## src/rtl/rx_ser2par_align_pkg.sv

```systemverilog
// rx_ser2par_align_pkg: K28.5 comma codes and alignment FSM states shared by the receive path.
package rx_ser2par_align_pkg;
  localparam logic [9:0] K28_5_RDN = 10'h17C;
  localparam logic [9:0] K28_5_RDP = 10'h283;
  typedef enum logic [1:0] {
    ST_HUNT   = 2'd0,
    ST_CHECK  = 2'd1,
    ST_LOCKED = 2'd2
  } state_t;
endpackage

```

## src/rtl/rx_ser2par_align_comma_detector.sv

```systemverilog
// rx_ser2par_align_comma_detector: flags a 10-bit window holding K28.5 of either disparity.
module rx_ser2par_align_comma_detector
  import rx_ser2par_align_pkg::*;
(
  input  logic [9:0] sym,
  output logic       comma_hit
);
  assign comma_hit = (sym == K28_5_RDN) || (sym == K28_5_RDP);
endmodule

```

## src/rtl/rx_ser2par_align.sv

```systemverilog
// rx_ser2par_align: bit-serial deserializer that aligns 10-bit symbols to K28.5 commas
// and tracks link lock through HUNT/CHECK/LOCKED.
module rx_ser2par_align
  import rx_ser2par_align_pkg::*;
#(
  parameter int LOCK_COMMAS = 4,
  parameter int LOSS_COMMAS = 4
) (
  input  logic       TRANSCLK,
  input  logic       Reset,
  input  logic       serial_in,
  output logic [9:0] symbol_out,
  output logic       symbol_valid,
  output logic       comma_det,
  output logic       LOCKED,
  output logic       realign
);
  localparam int CW = $clog2(LOCK_COMMAS > LOSS_COMMAS ? LOCK_COMMAS : LOSS_COMMAS) + 1;
  localparam logic [CW-1:0] LOCK_N = CW'(LOCK_COMMAS);
  localparam logic [CW-1:0] LOSS_N = CW'(LOSS_COMMAS);
  logic [9:0] win;
  logic [3:0] cnt;
  logic [CW-1:0] ccount, ccount_nx, miscnt, miscnt_nx;
  logic hit, boundary, emit, move;
  state_t state, state_nx;
  rx_ser2par_align_comma_detector u_comma (
    .sym      (win),
    .comma_hit(hit)
  );
  assign boundary = cnt == 4'd9;
  // move: a comma off the current boundary re-anchors the phase counter on it
  always_comb begin
    state_nx  = state;
    ccount_nx = ccount;
    miscnt_nx = miscnt;
    emit      = 1'b0;
    move      = 1'b0;
    case (state)
      ST_HUNT: if (hit) begin
        move      = 1'b1;
        ccount_nx = CW'(1);
        state_nx  = (LOCK_N == CW'(1)) ? ST_LOCKED : ST_CHECK;
      end
      ST_CHECK: if (boundary) begin
        emit = 1'b1;
        if (hit) begin
          ccount_nx = (ccount == LOCK_N) ? ccount : ccount + CW'(1);
          state_nx  = (ccount_nx == LOCK_N) ? ST_LOCKED : ST_CHECK;
        end
      end else if (hit) begin
        move      = 1'b1;
        ccount_nx = CW'(1);
      end
      ST_LOCKED: begin
        emit = boundary;
        if (hit && boundary) miscnt_nx = '0;
        else if (hit && (miscnt + CW'(1) >= LOSS_N)) begin
          state_nx  = ST_HUNT;
          miscnt_nx = '0;
          ccount_nx = '0;
        end else if (hit) miscnt_nx = miscnt + CW'(1);
      end
      default: state_nx = ST_HUNT;
    endcase
  end
  always_ff @(posedge TRANSCLK or negedge Reset)
    if (!Reset) begin
      win          <= '0;
      cnt          <= '0;
      ccount       <= '0;
      miscnt       <= '0;
      state        <= ST_HUNT;
      symbol_out   <= '0;
      symbol_valid <= 1'b0;
      comma_det    <= 1'b0;
      LOCKED       <= 1'b0;
      realign      <= 1'b0;
    end else begin
      win          <= {serial_in, win[9:1]};
      cnt          <= (boundary || move) ? 4'd0 : cnt + 4'd1;
      ccount       <= ccount_nx;
      miscnt       <= miscnt_nx;
      state        <= state_nx;
      if (emit || move) symbol_out <= win;
      symbol_valid <= emit || move;
      comma_det    <= move || (emit && hit);
      LOCKED       <= state_nx == ST_LOCKED;
      realign      <= move;
    end
endmodule
```

## config.mk

```make
export PLATFORM = sky130hd
export DESIGN_NAME = rx_ser2par_align
export DESIGN_NICKNAME = d
export VERILOG_FILES = /design/src/rtl/rx_ser2par_align_pkg.sv /design/src/rtl/rx_ser2par_align_comma_detector.sv /design/src/rtl/rx_ser2par_align.sv
export SDC_FILE = /design/constraint.sdc
export NUM_CORES = 1
export LEC_CHECK = 0
export ABC_AREA = 1
export CORE_MARGIN = 2
export CORE_UTILIZATION = 28
export CTS_CLUSTER_SIZE = 14
export DETAILED_ROUTE_END_ITERATION = 6
export PLACE_DENSITY = 0.56
export SETUP_SLACK_MARGIN = 0.1
export SLEW_MARGIN = 20
export SYNTH_ARGS = -nofsm -noshare
export SYNTH_HDL_FRONTEND = slang
export SYNTH_SLANG_ARGS = --single-unit
```

## constraint.sdc

```tcl
create_clock -name TRANSCLK -period 4.27 [get_ports TRANSCLK]
set_clock_uncertainty 0.15 [all_clocks]
set_input_delay 1.0675 -clock TRANSCLK [delete_from_list [all_inputs] [get_ports TRANSCLK]]
set_output_delay 1.0675 -clock TRANSCLK [all_outputs]
set_load 0.02 [all_outputs]
```

== Yosys cells after proc, flatten, opt, wreduce, memory -nomap -nowiden ==
Index checks and enable logic that the tools add are counted.

* Reduce and logical (&&, ||, !) cells: 12
* Add/subtract/negate cells: 3
* Eq/ne operators: 11
* Order comparisons: 1
* Mux-type cells: 23

{| class="wikitable"
|+ Operators with widths
! cell !! count
|-
| $mux 3 || 9
|-
| $mux 2 || 6
|-
| $eq 10x10->1 const B || 1
|-
| $eq 10x9->1 const B || 1
|-
| $pmux 3 s3 || 1
|-
| $add 3x1->3 const B || 2
|-
| $eq 3x3->1 const B || 2
|-
| $pmux 2 s3 || 1
|-
| $reduce_bool 3->1 || 2
|-
| $add 4x1->4 const B || 1
|-
| $eq 2x2->1 const B || 2
|-
| $eq 4x4->1 const B || 1
|-
| $logic_or 1x1->1 || 4
|-
| $mux 4 || 1
|-
| $ne 2x2->1 const B || 2
|-
| $pmux 1 s2 || 2
|-
| $reduce_and 4->1 || 1
|-
| $ge 3x3->1 const B || 1
|-
| $logic_and 1x1->1 || 3
|-
| $mux 1 || 3
|-
| $ne 3x3->1 const B || 1
|-
| $eq 2x1->1 const B || 1
|-
| $logic_not 2->1 || 1
|-
| $reduce_and 2->1 || 1
|}

* Logic and storage cells: 60
* Output and inout bits: 14
* Bits of input ports: 3
* Register bits: 36

== Depth between registers and ports, before layout ==
Gate-level depths: netlist of the first run.

* Word-level depth: 8
* Depth in mapped cells: 12
* Mapped depth without buffers: 12

== Cells and area by module ==
A second synthesis of the first run with hierarchy kept.

* Cells, all modules: 194
* Area, all modules: 1,700.4 um2

{| class="wikitable"
|+ By module, submodules not included
! module !! cells an instance !! times used !! area an instance (um2) !! sequential area each (um2)
|-
| rx_ser2par_align || 171 || 1 || 1,609.0 || 900.9
|-
| rx_ser2par_align_comma_detector || 23 || 1 || 91.3 || 0.0
|}

== Worst setup path after synthesis of the first run ==
Ideal clock, no wire load.

* Path type: register to output
* From: register symbol_out[4]
* To: output port symbol_out[4]
* Data required time: 3.053 ns
* Cell stages (with the launch flop): 1
* Slack: 2.627 ns
* Path buffers: 0
* Arrival: 0.425 ns
* Cells stage by stage: dfrtp_1

{| class="wikitable"
|+ RTL lines
! item !! line !! text
|-
| start, declared || rx_ser2par_align.sv:12 || <nowiki>output logic [9:0] symbol_out,</nowiki>
|-
| start signal, assigned || rx_ser2par_align.sv:84 || <nowiki>if (emit || move) symbol_out <= win;</nowiki>
|}

No word-level cell between the ends.

== Worst setup path after layout of the first run ==
* From: register symbol_out[4]
* To: output port symbol_out[4]

No word-level cell between the ends.

==> results.ini, run 1 <==
[outcome]
run_status=complete, no violations

[min_path]
worst_hold_startpoint=win[1]$_DFF_PN0_
whs_path_depth=0
worst_min_delay_path_endpoint=win[0]$_DFF_PN0_
hp-class=reg2reg

[layout]
final_common_cell=sky130_fd_sc_hd__nand2_1
most-common-layout-cells=sky130_fd_sc_hd__nand2_1, sky130_fd_sc_hd__dfrtp_1, sky130_fd_sc_hd__inv_1
antenna-diode-count=0
fin_area_sq_um=2060
synthToLayoutAreaGrowth_pct=19.4
layout.nets=226
fillerInstances=630
drive_gt1_share_pct=11.7

[clock_network]
post_cts.repair.setup_buffers=0
htree_num_levels=2
path_clk_slew_ns=0.06
ctsHoldBuffers=0
post_cts.resized_instances=0
cts_max_path_buffers=2
clock-sinks=36
clock_tree_from_tritoncts=yes
clk_root_buffer_cell=sky130_fd_sc_hd__clkbuf_8
worstSkewPairLatency_ns=0.29
total_cts_buffers=5

[worst_setup_path]
worstPathRequired_ns=3.05
crit_path_start_kind=flop
crit_chain=clkdlybuf4s50_1
regToRegEndpoint=symbol_out[3]$_DFFE_PN0P_
worst-r2r-setup-slack_ns=2.44
setup.worst_path.end_class=output pin
reg2regPathDepth=11
reg2reg_from=cnt[1]$_DFF_PN0_
worstPathArrival_ns=1.24
path_delay_family=buffers and inverters
critical_path_peak_fanout=2
critPathKind=reg2out
crit_slowest_cell=sky130_fd_sc_hd__clkdlybuf4s50_1
crit_buf_inv=1
critical-path-max-stage-delay_ns=0.60

[synthesis]
synthesized_flop_and_latch_total=36
avgSynthCellArea_sq_um=9.03
synth_sequential_area_ratio_pct=52.2
post_synth_num_cell_types=22
mapped_cell_area_sq_um=1730
postSynthNetCount=204
synthesis.instances=191
ys_warn_count=0

[timing]
tns_ns=0
max_freq_mhz=407
shortest_clock_period_the_worst_path_allows_after_layout_ns=2.46
slew_viol_final=0
final_number_of_hold_violating_endpoints=0
share_of_the_clock_period_used_by_the_worst_path_pct=57.5
slew_headroom_pct=70.4
setup_viol=0
final.hold.worst_slack_ns=0.244
rsz_0062_raised_after_global_routing=no
worst_pin_slew_ns=0.444

[routing]
routed_via_density=4.20
detail_route.wl_per_cell_um=10.2
drt_drc=0
antenna_violating_nets_post_route=0
vias=1210
drt-initial-drc-count=85
detail_route.first_pass.iterations=4
wirelength_um=2940

[floorplanning]
dieHeight_um=82.5
floorplan.rows=28
die-area_sq_um=6810
floorplan.core_area_sq_um=5960
io_pins=17
start_util_pct=29.0
die_w_um=82.5

[global_routing]
grt_pass1_wl_um=5100
number_of_antenna_violations_at_the_first_check_in_global_routing=0
via_count_of_the_first_global_routing_pass=1115
grt_util_all_layers_pct=10.1
grt_remaining_overflow=0
grt_start_max_net_pins=37

[placed_design]
place.detailed.hpwl_um=2100
routabilityCongestion=0.823
place_area_sq_um=1960
buffer_ports.inserted=16

[power_and_ir_drop]
p_leak_uw=0.00101
irDropWorstVdd_mv=0.261
power-per-cell-area_nw_per_um2=492

[flow_run]
timing.max_cap.violations=0

==> how the worst max path moves through the flow <==
stage / from / end / slack (ns) / cells past startpoint
finish: symbol_out[4]$_DFFE_PN0P_ / symbol_out[4] / 1.81 / 1
floorplan: symbol_out[4]$_DFFE_PN0P_ / symbol_out[4] / 2.63 / 0
CTS: symbol_out[6]$_DFFE_PN0P_ / symbol_out[6] / 1.79 / 1
detailed placement: symbol_out[6]$_DFFE_PN0P_ / symbol_out[6] / 2.11 / 1
global route: symbol_out[7]$_DFFE_PN0P_ / symbol_out[7] / 1.76 / 1
global placement: symbol_out[6]$_DFFE_PN0P_ / symbol_out[6] / 2.12 / 1
==> where the power goes <==
group	switching [uW]	internal, uW	total (uW)	leakage, uW
Sequential	46.6	404	450	0.000463
Combinational	173	133	306	0.000500
Clock	114	144	258	0.0000503
==> stage by stage <==
stage / power [uW] / setup WS (ns) / util (%) / cells
final: 1010 / 1.81 / 34.6 / 288
after global routing: 1080 / 1.76 / 34.6 / 288
after CTS: 1030 / 1.79 / 34.6 / 288
after detailed placement: 765 / 2.11 / 33.0 / 281
after global placement: 759 / 2.12 / 33.0 / 281
after floorplan: 663 / 2.63 / - / 191
==> registers in the layout (all words and copies together) (netlist names) <==
name and count:
symbol_out 10, comma_det 1, realign 1, symbol_valid 1, LOCKED 1, state 2
win 10, ccount 3, miscnt 3, cnt 4
==> layout make-up <==
cell class                      instances  area [sq um]  area share, %
Inverter                               28           105           5.10
Sequential cell                        36           901           43.7
Timing Repair Buffer                   17           168           8.14
Multi-Input combinational cell        125           697           33.8
Tap cell                               75          93.8           4.55
Clock buffer                            7          96.3           4.68
==> logic make-up (layout without fill, tap and decap cells) <==
logic type | count (synthesis) | count (layout) | synth area share, %
xor+xnor | 4 | 4 | 2.03
buf+inv | 30 | 52 | 7.40
flops | 36 | 36 | 52.2
compound gates | 20 | 20 | 7.69
fa+ha+maj | 10 | 10 | 7.25
simple gates | 91 | 91 | 23.4
==> Yosys cell counts (all sizes together) <==
cell type,n,area share (%)
nand3,13,3.8
a21oi,11,4.9
ha,10,7.3
buf,2,1.3
nand2,54,14
inv,28,6.1
xnor2,3,1.5
a22oi,1,0.44
nor2,24,5.9
xor2,1,0.51
dfrtp,36,52
o21ai,8,2.3
==> routing by layer <==
layer / global-route usage [%] / share of wire, % / vias to the layer above / wire, um
li1: - / - / 633 / -
met1: 14.5 / 53 / 545 / 1550
met2: 13.5 / 42 / 25 / 1220
met5: 0 / 0 / - / 0
met4: 5.41 / 2.0 / 0 / 59
met3: 3.04 / 3.4 / 7 / 100
Power figures use the tool's default switching activity.
==> run 2, diff against run 1 <==
Clock period 4.27 ns to 2.4 ns, I/O delays scaled along.
==> results.ini, run 2 (synthesized netlist as in run 1, its figures left out) <==
[timing]
shortest_clock_period_the_worst_path_allows_after_layout_ns=2.05
slew_headroom_pct=69.9  ; -0.55 points
rsz_0062_raised_after_global_routing=no
max_freq_mhz=488
tns_ns=0  ; unchanged
final_number_of_hold_violating_endpoints=0  ; unchanged
share_of_the_clock_period_used_by_the_worst_path_pct=85.4
setup_viol=0  ; unchanged
slew_viol_final=0  ; unchanged
worst_pin_slew_ns=0.452  ; +0.00826 ns

[worst_setup_path]
crit_chain=clkdlybuf4s50_1
crit_path_start_kind=flop
critical-path-max-stage-delay_ns=0.62  ; +0.02 ns
crit_cells=1  ; unchanged
crit_slowest_cell=sky130_fd_sc_hd__clkdlybuf4s50_1
reg2regPathDepth=11  ; unchanged
worstPathRequired_ns=1.65  ; -1.40 ns
setup.worst_path.end_class=output pin
crit_buf_inv=1  ; unchanged
critical_path_peak_fanout=2  ; unchanged
path_delay_family=buffers and inverters
critPathKind=reg2out
worstPathArrival_ns=1.30  ; +0.06 ns

[global_routing]
grt_remaining_overflow=0  ; unchanged
number_of_antenna_violations_at_the_first_check_in_global_routing=0  ; unchanged
grt_util_all_layers_pct=11.1  ; +0.97 points
grt_start_max_net_pins=37  ; unchanged
via_count_of_the_first_global_routing_pass=1193  ; +7.0%
grt_pass1_wl_um=5580  ; +9.3%

[layout]
synthToLayoutAreaGrowth_pct=20.3
reg_top3=symbol_out x10, win x10, cnt x4
drive_gt1_share_pct=12.1  ; +0.41 points
antenna-diode-count=0  ; unchanged
layout.nets=226  ; unchanged
most-common-layout-cells=sky130_fd_sc_hd__nand2_1, sky130_fd_sc_hd__dfrtp_1, sky130_fd_sc_hd__inv_1
final_common_cell=sky130_fd_sc_hd__nand2_1
fillerInstances=638  ; +1.3%
finalNonFillerCells=289  ; +0.35%

[power_and_ir_drop]
internal-power_uw=1260  ; +85%
irDropWorstVdd_mv=0.526  ; +100%
power-per-cell-area_nw_per_um2=912  ; +85%
combPwrFrac_pct=28.7  ; -1.5 points
p_seq_share_pct=42.4  ; -2.0 points
clock_power_share_pct=28.9  ; +3.5 points
netSwitchingFraction_pct=33.3  ; +0.43 points
net-switching-power_uw=631  ; +89%
p_leak_uw=0.00102  ; +0.38%

[routing]
drt_drc=0  ; unchanged
vias=1243  ; +2.7%
wirelength_um=3220  ; +9.7%
detail_route.wl_per_cell_um=11.1  ; +9.4%
detail_route.first_pass.iterations=4  ; unchanged
drt-initial-drc-count=51  ; -40%
antenna_violating_nets_post_route=0  ; unchanged
routed_via_density=4.30  ; +2.4%

[clock_network]
clock-sinks=36  ; unchanged
clk_root_buffer_cell=sky130_fd_sc_hd__clkbuf_8
post_cts.repair.setup_buffers=0  ; unchanged
cts_max_path_buffers=2  ; unchanged
post_cts.resized_instances=0  ; unchanged
worstSkewPairLatency_ns=0.29  ; about the same
total_cts_buffers=5  ; unchanged
htree_num_levels=2  ; unchanged
ctsHoldBuffers=0  ; unchanged
path_clk_slew_ns=0.08  ; +0.02 ns
clock_tree_from_tritoncts=yes

[placed_design]
dp_cells=281  ; unchanged
routabilityCongestion=0.839  ; +1.9%
buffer_ports.inserted=16  ; unchanged
place.detailed.hpwl_um=2280  ; +8.8%

[min_path]
whs_path_depth=0  ; unchanged
hp-class=reg2reg

[floorplanning]
die-area_sq_um=6810  ; unchanged
dieHeight_um=82.5  ; unchanged
die_w_um=82.5  ; unchanged
start_util_pct=29.0  ; unchanged
io_pins=17  ; unchanged
floorplan.core_area_sq_um=5960  ; unchanged
floorplan.rows=28  ; unchanged

[outcome]
run_status=complete, no violations

[flow_run]
timing.max_cap.violations=0  ; unchanged

==> run 2: final timing paths <==
path | start | slack, ns | end
max in group asynchronous | Reset | 1.21 | comma_det$_DFF_PN0_
worst min-delay path | win[3]$_DFF_PN0_ | 0.25 | win[2]$_DFF_PN0_
min in group asynchronous | Reset | 0.57 | LOCKED$_DFF_PN0_
worst max register to register | cnt[1]$_DFF_PN0_ | 0.58 | symbol_out[6]$_DFFE_PN0P_
worst max-delay path | symbol_out[6]$_DFFE_PN0P_ | 0.35 | symbol_out[6]
worst min register to register | win[3]$_DFF_PN0_ | 0.25 | win[2]$_DFF_PN0_
==> run 2: final cells by class <==
type	instances	area [sq um]	share of cell area (%)
Sequential cell	36	901	43.4
Multi-Input combinational cell	125	697	33.6
Timing Repair Buffer	17	168	8.08
Inverter	28	105	5.06
Tap cell	75	93.8	4.52
Clock buffer	5	68.8	3.32
Clock inverter	3	42.5	2.05
==> run 2: metrics by stage <==
step / utilization, % / area [sq um] / power (uW) / hold WS [ns] / worst slack [ns]
2_1_floorplan: - / 1730 / 1180 / 0.154 / 0.766
3_3_place_gp: 33.0 / 1960 / 1350 / 0.237 / 0.582
3_5_place_dp: 33.0 / 1960 / 1360 / 0.235 / 0.598
4_1_cts: 34.9 / 2080 / 1920 / 0.250 / 0.325
5_1_grt: 34.9 / 2080 / 2030 / 0.267 / 0.307
6_report: 34.9 / 2080 / 1890 / 0.246 / 0.351
==> run 2: power groups by stage <==
stage / clock network [uW] / registers, uW / logic, uW
final: 547 / 803 / 543
after global routing: 590 / 823 / 613
after CTS: 558 / 806 / 551
after detailed placement: 0 / 818 / 545
after global placement: 0 / 811 / 542
after floorplan: 0 / 862 / 317
==> run 2: metal layers <==
layer	routed length (um)	up-vias	track usage, %	share of wire (%)
li1	-	632	-	-
met1	1610	581	14.5	50
met2	1450	25	16.7	45
met3	135	5	4.13	4.2
met4	31	0	4.43	0.96
met5	0	-	0	0
==> run 3, diff against run 2 <==
Settings changed: CORE_ASPECT_RATIO from default to 1.1.
==> results.ini, run 3 (synthesized netlist as in run 1, its figures left out) <==
[placed_design]
buffer_ports.inserted=16  ; unchanged
place.detailed.hpwl_um=2180  ; -4.5%
dp_cells=286  ; +1.8%
routabilityCongestion=0.808  ; -3.7%

[timing]
final_number_of_hold_violating_endpoints=0  ; unchanged
setup_viol=0  ; unchanged
worst_pin_slew_ns=0.438  ; -0.0136 ns
slew_headroom_pct=70.8  ; +0.91 points
shortest_clock_period_the_worst_path_allows_after_layout_ns=2.02  ; -0.0311 ns
max_freq_mhz=496  ; +1.5%
final.hold.worst_slack_ns=0.179  ; -0.0666 ns
rsz_0062_raised_after_global_routing=no
tns_ns=0  ; unchanged
slew_viol_final=0  ; unchanged
share_of_the_clock_period_used_by_the_worst_path_pct=84.1  ; -1.3 points

[clock_network]
clock-sinks=36  ; unchanged
worstSkewPairLatency_ns=0.29  ; about the same
post_cts.resized_instances=0  ; unchanged
post_cts.repair.setup_buffers=0  ; unchanged
clock_tree_from_tritoncts=yes
ctsHoldBuffers=0  ; unchanged
clk_root_buffer_cell=sky130_fd_sc_hd__clkbuf_8
cts_max_path_buffers=2  ; unchanged
total_cts_buffers=5  ; unchanged
htree_num_levels=2  ; unchanged
path_clk_slew_ns=0.08  ; about the same

[layout]
drive_gt1_share_pct=12.6  ; +0.47 points
finalNonFillerCells=294  ; +1.7%
layout.nets=226  ; unchanged
reg_top3=symbol_out x10, win x10, cnt x4
utilization_pct=34.2  ; -0.63 points
most-common-layout-cells=sky130_fd_sc_hd__nand2_1, sky130_fd_sc_hd__dfrtp_1, sky130_fd_sc_hd__inv_1
synthToLayoutAreaGrowth_pct=20.6
fillerInstances=642  ; +0.63%
final_common_cell=sky130_fd_sc_hd__nand2_1
antenna-diode-count=0  ; unchanged

[worst_setup_path]
crit_buf_inv=1  ; unchanged
setup.worst_path.end_class=output pin
worstPathArrival_ns=1.27  ; -0.03 ns
worstPathRequired_ns=1.65  ; about the same
path_delay_family=buffers and inverters
critical_path_peak_fanout=2  ; unchanged
critPathKind=reg2out
critical-path-max-stage-delay_ns=0.61  ; about the same
crit_slowest_cell=sky130_fd_sc_hd__clkdlybuf4s50_1
crit_chain=clkdlybuf4s50_1
crit_path_start_kind=flop

[routing]
drt-initial-drc-count=46  ; -9.8%
wirelength_um=3020  ; -6.1%
drt_drc=0  ; unchanged
vias=1209  ; -2.7%
detail_route.first_pass.iterations=4  ; unchanged
antenna_violating_nets_post_route=0  ; unchanged
routed_via_density=4.11  ; -4.4%
detail_route.wl_per_cell_um=10.3  ; -7.7%

[min_path]
hp-class=in2async

[global_routing]
grt_remaining_overflow=0  ; unchanged
grt_util_all_layers_pct=9.99  ; -1.1 points
number_of_antenna_violations_at_the_first_check_in_global_routing=0  ; unchanged
grt_start_max_net_pins=37  ; unchanged
via_count_of_the_first_global_routing_pass=1215  ; +1.8%
grt_pass1_wl_um=5400  ; -3.1%

[outcome]
run_status=complete, no violations

[flow_run]
timing.max_cap.violations=0  ; unchanged

[power_and_ir_drop]
power-per-cell-area_nw_per_um2=907  ; -0.58%
p_leak_uw=0.00102  ; about the same
fin_total_pwr_uw=1890  ; -0.34%
irDropWorstVdd_mv=0.409  ; -22%

[floorplanning]
floorplan.core_area_sq_um=6080  ; +2.1%
io_pins=17  ; unchanged
die_w_um=78.8  ; -4.4%
start_util_pct=28.4  ; -0.60 points
dieHeight_um=86.3  ; +4.6%
floorplan.rows=30  ; +7.1%
die-area_sq_um=6810  ; about the same

[run 3: changes by cell type in the layout (fill, tap and decap cells not counted)]
cell | before | now
sky130_fd_sc_hd__clkinv_2 | 1 | 0
sky130_fd_sc_hd__clkdlybuf4s50_1 | 16 | 15
sky130_fd_sc_hd__buf_2 | 0 | 1
sky130_fd_sc_hd__inv_6 | 0 | 1
[run 3: worst paths after layout]
| check | startpoint | to | slack [ns] | cells after the start |
|---|---|---|---|---|
| worst max-delay path | symbol_out[8]$_DFFE_PN0P_ | symbol_out[8] | 0.38 | 1 |
| worst min-delay path | Reset | symbol_out[6]$_DFFE_PN0P_ | 0.18 | 2 |
| worst max register to register | cnt[1]$_DFF_PN0_ | symbol_out[2]$_DFFE_PN0P_ | 0.59 | 11 |
| worst min register to register | win[2]$_DFF_PN0_ | win[1]$_DFF_PN0_ | 0.26 | 0 |
| max in group asynchronous | Reset | symbol_valid$_DFF_PN0_ | 1.61 | 2 |
| min in group TRANSCLK | win[2]$_DFF_PN0_ | win[1]$_DFF_PN0_ | 0.26 | 0 |
[run 3: area by class of cell]
type	count	area [sq um]	area share, %
multi-input combinational	125	697	33.5
timing repair buffer	17	163	7.82
tap	80	100	4.81
clock inverter	3	46.3	2.22
inverter	28	105	5.05
clock buffer	5	68.8	3.31
sequential	36	901	43.3
[run 3: report_power, final]
part,internal (uW),switching (uW)
combinational,235,301
clock,313,231
sequential,718,89.6
[run 3: through the flow]
stage / worst slack (ns) / instance area [sq um]
6_report: 0.382 / 2080
5_1_grt: 0.335 / 2080
4_1_cts: 0.356 / 2080
3_5_place_dp: 0.573 / 1970
3_3_place_gp: 0.579 / 1970
2_1_floorplan: 0.766 / 1730
[run 3: routing by layer]
metal  track usage, %  share of wire, %  vias to the layer above
met5                0                 0                        -
met4             4.70               2.2                        0
met3             1.98               3.2                        7
met2             16.3                46                       22
met1             12.8                48                      547
li1                 -                 -                      633
